<file path="src/rtl/instr_encoder_if.sv">
// Program-load bus for instr_encoder: field-set input handshake plus
// instruction-memory write port and load status.
interface instr_encoder_if #(
    parameter int unsigned ADDR_W = 8
);
    logic              start;
    logic [ADDR_W-1:0] base_addr;
    logic              in_valid;
    logic              in_ready;
    logic              in_last;
    logic              fmt;
    logic [5:0]        opcode;
    logic [4:0]        rdst;
    logic [4:0]        rsrc1;
    logic [4:0]        rsrc2;
    logic [15:0]       imm;
    logic [6:0]        functR;
    logic              im_we;
    logic [ADDR_W-1:0] im_addr;
    logic [31:0]       im_wdata;
    logic              busy;
    logic              done;
    logic [ADDR_W:0]   count;
    logic              err;

    modport master (
        output start, base_addr, in_valid, in_last, fmt,
               opcode, rdst, rsrc1, rsrc2, imm, functR,
        input  in_ready, im_we, im_addr, im_wdata, busy, done, count, err
    );

    modport slave (
        input  start, base_addr, in_valid, in_last, fmt,
               opcode, rdst, rsrc1, rsrc2, imm, functR,
        output in_ready, im_we, im_addr, im_wdata, busy, done, count, err
    );
endinterface

</file>
<file path="src/rtl/instr_encoder.sv">
// Packs R/I-type field sets into 32-bit IR words and streams them into
// instruction memory. Define ENC_CHECK_EN to enable the sticky err check.
module instr_encoder #(
    parameter int unsigned ADDR_W = 8
) (
    input  logic            clk,
    input  logic            rst,
    instr_encoder_if.slave  bus
);

    typedef enum logic [1:0] {
        IDLE,
        LOAD,
        DONE
    } state_e;

    state_e            state_q;
    logic [ADDR_W-1:0] addr_q;
    logic [ADDR_W:0]   count_q;
    logic              in_ready_q;
    logic              busy_q;
    logic              done_q;
    logic              we_q;
    logic [ADDR_W-1:0] waddr_q;
    logic [31:0]       wdata_q;

    logic [31:0]       word_d;
    logic [ADDR_W-1:0] addr_d;
    logic [ADDR_W:0]   count_d;
    logic              accept;
    logic              full;

    always_comb begin
        word_d = '0;
        word_d[31:26] = bus.opcode;
        word_d[25:21] = bus.rdst;
        word_d[20:16] = bus.rsrc1;
        if (bus.fmt) begin
            word_d[15:0] = bus.imm;
        end else begin
            word_d[15:11] = bus.rsrc2;
            word_d[10:7]  = '0;
            word_d[6:0]   = bus.functR;
        end
    end

    // in_ready_q is only ever high in LOAD, so it doubles as the state gate.
    assign accept  = in_ready_q & bus.in_valid;
    assign addr_d  = addr_q + ADDR_W'(1);
    assign count_d = count_q + (ADDR_W + 1)'(1);
    assign full    = count_d[ADDR_W];

`ifdef ENC_CHECK_EN
    logic err_q;
    logic bad;

    assign bad = bus.fmt ? (bus.opcode == '0) : (bus.rdst == '0);

    always_ff @(posedge clk) begin
        if (rst) begin
            err_q <= 1'b0;
        end else if (state_q == IDLE && bus.start) begin
            err_q <= 1'b0;
        end else if (accept && bad) begin
            err_q <= 1'b1;
        end
    end

    assign bus.err = err_q;
`else
    assign bus.err = 1'b0;
`endif

    always_ff @(posedge clk) begin
        if (rst) begin
            state_q    <= IDLE;
            addr_q     <= '0;
            count_q    <= '0;
            in_ready_q <= 1'b0;
            busy_q     <= 1'b0;
            done_q     <= 1'b0;
            we_q       <= 1'b0;
            waddr_q    <= '0;
            wdata_q    <= '0;
        end else begin
            we_q   <= 1'b0;
            done_q <= 1'b0;
            case (state_q)
                IDLE: begin
                    if (bus.start) begin
                        addr_q     <= bus.base_addr;
                        count_q    <= '0;
                        in_ready_q <= 1'b1;
                        busy_q     <= 1'b1;
                        state_q    <= LOAD;
                    end
                end
                LOAD: begin
                    if (accept) begin
                        we_q    <= 1'b1;
                        waddr_q <= addr_q;
                        wdata_q <= word_d;
                        addr_q  <= addr_d;
                        count_q <= count_d;
                        // done rises together with the final write strobe.
                        if (bus.in_last || full) begin
                            in_ready_q <= 1'b0;
                            done_q     <= 1'b1;
                            state_q    <= DONE;
                        end
                    end
                end
                DONE: begin
                    busy_q  <= 1'b0;
                    state_q <= IDLE;
                end
                default: begin
                    in_ready_q <= 1'b0;
                    busy_q     <= 1'b0;
                    state_q    <= IDLE;
                end
            endcase
        end
    end

    assign bus.in_ready = in_ready_q;
    assign bus.im_we    = we_q;
    assign bus.im_addr  = waddr_q;
    assign bus.im_wdata = wdata_q;
    assign bus.busy     = busy_q;
    assign bus.done     = done_q;
    assign bus.count    = count_q;

endmodule

</file>
<file path="src/flat_wrapper.sv">
// flat-port wrapper written by rule: the top's interface ports become plain ports
module instr_encoder_flat 
#(
    parameter int unsigned ADDR_W = 8
)
  (clk, rst, bus_start, bus_base_addr, bus_in_valid, bus_in_last, bus_fmt, bus_opcode, bus_rdst, bus_rsrc1, bus_rsrc2, bus_imm, bus_functR, bus_in_ready, bus_im_we, bus_im_addr, bus_im_wdata, bus_busy, bus_done, bus_count, bus_err);
  instr_encoder_if #(.ADDR_W(ADDR_W)) bus_i ();
  input  logic clk;
  input  logic rst;
  input wire logic [$bits(bus_i.start)-1:0] bus_start;
  input wire logic [$bits(bus_i.base_addr)-1:0] bus_base_addr;
  input wire logic [$bits(bus_i.in_valid)-1:0] bus_in_valid;
  input wire logic [$bits(bus_i.in_last)-1:0] bus_in_last;
  input wire logic [$bits(bus_i.fmt)-1:0] bus_fmt;
  input wire logic [$bits(bus_i.opcode)-1:0] bus_opcode;
  input wire logic [$bits(bus_i.rdst)-1:0] bus_rdst;
  input wire logic [$bits(bus_i.rsrc1)-1:0] bus_rsrc1;
  input wire logic [$bits(bus_i.rsrc2)-1:0] bus_rsrc2;
  input wire logic [$bits(bus_i.imm)-1:0] bus_imm;
  input wire logic [$bits(bus_i.functR)-1:0] bus_functR;
  output wire logic [$bits(bus_i.in_ready)-1:0] bus_in_ready;
  output wire logic [$bits(bus_i.im_we)-1:0] bus_im_we;
  output wire logic [$bits(bus_i.im_addr)-1:0] bus_im_addr;
  output wire logic [$bits(bus_i.im_wdata)-1:0] bus_im_wdata;
  output wire logic [$bits(bus_i.busy)-1:0] bus_busy;
  output wire logic [$bits(bus_i.done)-1:0] bus_done;
  output wire logic [$bits(bus_i.count)-1:0] bus_count;
  output wire logic [$bits(bus_i.err)-1:0] bus_err;
  assign bus_i.start = bus_start;
  assign bus_i.base_addr = bus_base_addr;
  assign bus_i.in_valid = bus_in_valid;
  assign bus_i.in_last = bus_in_last;
  assign bus_i.fmt = bus_fmt;
  assign bus_i.opcode = bus_opcode;
  assign bus_i.rdst = bus_rdst;
  assign bus_i.rsrc1 = bus_rsrc1;
  assign bus_i.rsrc2 = bus_rsrc2;
  assign bus_i.imm = bus_imm;
  assign bus_i.functR = bus_functR;
  assign bus_in_ready = bus_i.in_ready;
  assign bus_im_we = bus_i.im_we;
  assign bus_im_addr = bus_i.im_addr;
  assign bus_im_wdata = bus_i.im_wdata;
  assign bus_busy = bus_i.busy;
  assign bus_done = bus_i.done;
  assign bus_count = bus_i.count;
  assign bus_err = bus_i.err;
  instr_encoder #(.ADDR_W(ADDR_W)) u_core (.clk(clk), .rst(rst), .bus(bus_i));
endmodule
</file>
<file path="config.mk">
export PLATFORM = sky130hd
export DESIGN_NAME = instr_encoder_flat
export DESIGN_NICKNAME = d
export VERILOG_FILES = /design/src/rtl/instr_encoder_if.sv /design/src/rtl/instr_encoder.sv /design/src/flat_wrapper.sv
export SDC_FILE = /design/constraint.sdc
export NUM_CORES = 1
export LEC_CHECK = 0
export CAP_MARGIN = 0
export CORE_MARGIN = 1
export CORE_UTILIZATION = 42
export CTS_CLUSTER_DIAMETER = 80
export DETAILED_ROUTE_END_ITERATION = 8
export HOLD_SLACK_MARGIN = 0.05
export MAX_ROUTING_LAYER = met4
export PLACE_DENSITY = 0.78
export SYNTH_ARGS = -nofsm -noshare
export SYNTH_HDL_FRONTEND = slang
export SYNTH_SLANG_ARGS = --single-unit
export TNS_END_PERCENT = 50
</file>
<file path="constraint.sdc">
create_clock -name clk -period 2.2 [get_ports clk]
set_clock_uncertainty 0.2 [all_clocks]
set_input_delay 0.44 -clock clk [delete_from_list [all_inputs] [get_ports clk]]
set_output_delay 0.44 -clock clk [all_outputs]
set_load 0.005 [all_outputs]
</file>
==> flow_metrics.py <==
metrics = {
    "logic_synthesis": {
        "yosysMostFrequentCell": "dfxtp_1",
        "synth_xor_area_frac": 0.0203,
        "ys_ff_latch": 63,
        "synthArstFlopShare": 0,
        "yosysTopAreaCellShare": 0.488,
        "ys_types": 40,
        "synthTopCellsByCount": "dfxtp_1, nand2_1, a21oi_1",
        "synth-edff-count": 0,
        "yosysTopAreaCell": "dfxtp_1",
        "syn_avg_cell_area_um2": 8.54,
        "synth-main-ff-cell": "dfxtp_1",
        "synthMuxAreaShare": 0.0508,
        "synth_fa_ha_area_frac": 0.00968,
        "ys_seq_area_frac": 0.488,
        "synth_fp_nets": 363,
        "yosys-top-cells-area": "dfxtp_1, nand2_1, a21oi_1",
        "synth_top_family_by_area": "simple AND/OR/NAND/NOR gates",
        "synth-simple-area-share": 0.201,
        "yosysWarnings": 0,
        "synth_cells": 303,
        "synth_area_mm2": 0.00259,
        "synth_compound_area_frac": 0.183,
    },
    "power": {
        "p_sw_uw": 590,
        "seq_power_share": 0.505,
        "power_frac_comb": 0.136,
        "p_int_mw": 1.81,
        "switching_share": 0.246,
        "power_density_mw_per_mm2": 605,
        "vdd_drop_max_v": 0.000535,
        "power.static_leakage_nw": 1.42,
        "p_clk_frac": 0.359,
    },
    "layout": {
        "final_nets": 474,
        "area_growth_pct": 53.1,
        "stdcell_count": 494,
        "diodes": 0,
        "nFillCells": 529,
        "drive_above_1_share": 0.0764,
        "final_cell_area_mm2": 0.00396,
        "fin_util": 0.669,
    },
    "worst_setup_path": {
        "cp-end-kind": "primary output",
        "worstSetupPathType": "reg -> out",
        "start_kind": "flop",
        "arrival_ns": 1.33,
        "critPathBufInv": 1,
        "path_delay_family": "buffers and inverters",
        "reg2regPathDepth": 4,
        "crit_chain": "clkdlybuf4s50_1",
        "crit_path_top_delay_cell": "clkdlybuf4s50_1",
        "reg2reg_to": "u_core.addr_q[7]$_SDFFE_PP0P_",
        "cpPeakStageDelay_ns": 0.55,
        "reg2reg_slack_ns": 0.37,
        "rr_startpoint": "u_core.addr_q[2]$_SDFFE_PP0P_",
        "crit_required_ns": 1.56,
        "cp_max_fo": 6,
    },
    "clock_tree": {
        "clk_path_buf_depth": 2,
        "cts_post_setup_buffers_inserted": 0,
        "cts.hold.buffers_added": 0,
        "cts-htree-levels": 3,
        "cts_tree": "built",
        "cts_sinks": 63,
        "cts_buffers": 9,
        "clock_latency_ns": 0.33,
        "root_buffer": "clkbuf_8",
        "clkTransAtPathRegs_ns": 0.07,
        "ctsResizeCount": 0,
    },
    "placement": {
        "place_area_mm2": 0.00379,
        "dp.cells": 478,
        "place.gp.congestion": 0.807,
        "numPortBuffers": 110,
        "dp_hpwl_um": 4680,
    },
    "floorplanning": {
        "fp.dieW_um": 80.5,
        "fp.dieH_um": 80.5,
        "core_area_mm2": 0.00592,
        "io_pins": 112,
        "rows": 28,
        "die_area_mm2": 0.00648,
        "initial_utilization": 0.437,
    },
    "drt": {
        "dr.pass1.iters": 5,
        "avgRoutedWirePerCell_um": 13.3,
        "finalWirelength_um": 6560,
        "vias_per_cell": 5.22,
        "drc": 0,
        "num_vias": 2579,
        "drt_iter0_drc": 81,
        "ant_nets": 0,
    },
    "global_route": {
        "grt_max_degree": 41,
        "grt_pass1_vias": 2370,
        "grt_pass1_wl_um": 10300,
        "overflow": 0,
        "grt.total_usage": 0.214,
        "antenna_found_initial": 0,
    },
    "timing": {
        "slew_viol_final": 0,
        "period_needed_ns": 1.97,
        "fmax_ghz": 0.507,
        "rsz0062_at_grt": "no",
        "min_period_over_period": 0.896,
        "setup_violations": 0,
        "hold_viol": 0,
    },
    "min_path": {
        "hold_class": "reg -> reg",
        "hold-path-cell-count": 2,
        "hold_end": "u_core.bus.im_addr[3]$_SDFFE_PP0P_",
        "holdCritStartpoint": "u_core.bus.im_addr[3]$_SDFFE_PP0P_",
    },
    "run": {
        "maxCapViolations": 0,
    },
    "outcome": {
        "outcome": "completed",
    },
}
## tightest hold or removal path: stages, from the launching register on
cell and delay, ns:
dfxtp_1 0.31, nand2_1 0.05, a21oi_1 0.05
## cells in the final DEF, fill, tap and decap left out, types with 2 or more instances in the layout
cell / count
xnor2_1: 3
nand3_1: 6
a2bb2oi_1: 2
buf_12: 2
nand2b_1: 2
or3_1: 2
nand2_1: 58
and3_1: 5
dfxtp_1: 63
inv_1: 5
a22oi_1: 2
nand4_1: 3
a32oi_1: 2
a211oi_1: 14
a311oi_1: 3
buf_4: 9
clkdlybuf4s50_1: 109
mux2i_1: 12
a31oi_1: 4
o2111ai_1: 2
o21ai_0: 6
clkbuf_8: 10
ha_1: 2
nor2_1: 30
a21oi_1: 39
xor2_1: 3
clkinv_2: 4
## logic make-up after synthesis
family          Yosys count
flops                    63
xor+xnor                  6
compound gates           77
buf+inv                  26
simple gates            115
mux                      13
fa+ha+maj                 2
other cells               1
## power groups by stage
stage / registers [mW] / clock network (mW) / logic (mW)
after CTS: 1.21 / 0.889 / 0.327
after global placement: 1.23 / 0 / 0.320
after detailed placement: 1.24 / 0 / 0.325
after global routing: 1.22 / 0.957 / 0.354
after floorplan: 1.23 / 0 / 0.137
final: 1.21 / 0.861 / 0.325
## area by class of cell
class                           instances  area [um2]  share of cell area
Sequential cell                        63        1260               0.318
Tap cell                               75        93.8              0.0237
Inverter                                5        18.8             0.00474
Timing Repair Buffer                  121        1200               0.304
Clock buffer                           10         138              0.0348
Multi-Input combinational cell        214        1210               0.305
Clock inverter                          6        36.3             0.00916
## sequential cells by signal, summed over array words and instances (netlist names)
register,count
u_core.addr_q,8
u_core.bus.busy,1
u_core.bus.count,9
u_core.bus.done,1
u_core.bus.im_addr,8
u_core.bus.im_wdata,32
u_core.bus.im_we,1
u_core.bus.in_ready,1
u_core.state_q,2
## metal layers
metal,share of wire,global-route usage,routed length [um]
met5,0,-,0
met4,0.019,0.113,127
met3,0.062,0.0523,409
met2,0.49,0.366,3200
met1,0.43,0.229,2820
## per-stage QoR
step / total power [mW] / TNS, ns / hold WS [ns] / setup slack (ns)
after CTS: 2.43 / 0 / 0.255 / 0.217
final: 2.40 / 0 / 0.253 / 0.229
after global placement: 1.55 / 0 / 0.241 / 0.0383
after floorplan: 1.37 / 0 / 0.248 / 0.548
after detailed placement: 1.56 / -0.0126 / 0.246 / -0.0126
after global routing: 2.53 / 0 / 0.273 / 0.176
## worst max path at each step
stage                                                 from                             end  slack (ns)  cells after the start
after floorplan           u_core.bus.count[0]$_SDFFE_PP0P_  u_core.state_q[0]$_SDFFE_PP0P_        0.55                      5
after global placement                        bus_in_valid   u_core.addr_q[5]$_SDFFE_PP0P_        0.04                      6
after detailed placement                      bus_in_valid   u_core.addr_q[5]$_SDFFE_PP0P_       -0.01                      6
after CTS                 u_core.bus.count[2]$_SDFFE_PP0P_                    bus_count[2]        0.22                      1
after global routing      u_core.bus.count[2]$_SDFFE_PP0P_                    bus_count[2]        0.18                      1
final                     u_core.bus.count[2]$_SDFFE_PP0P_                    bus_count[2]        0.23                      1
(Power assumes the default switching activity.)
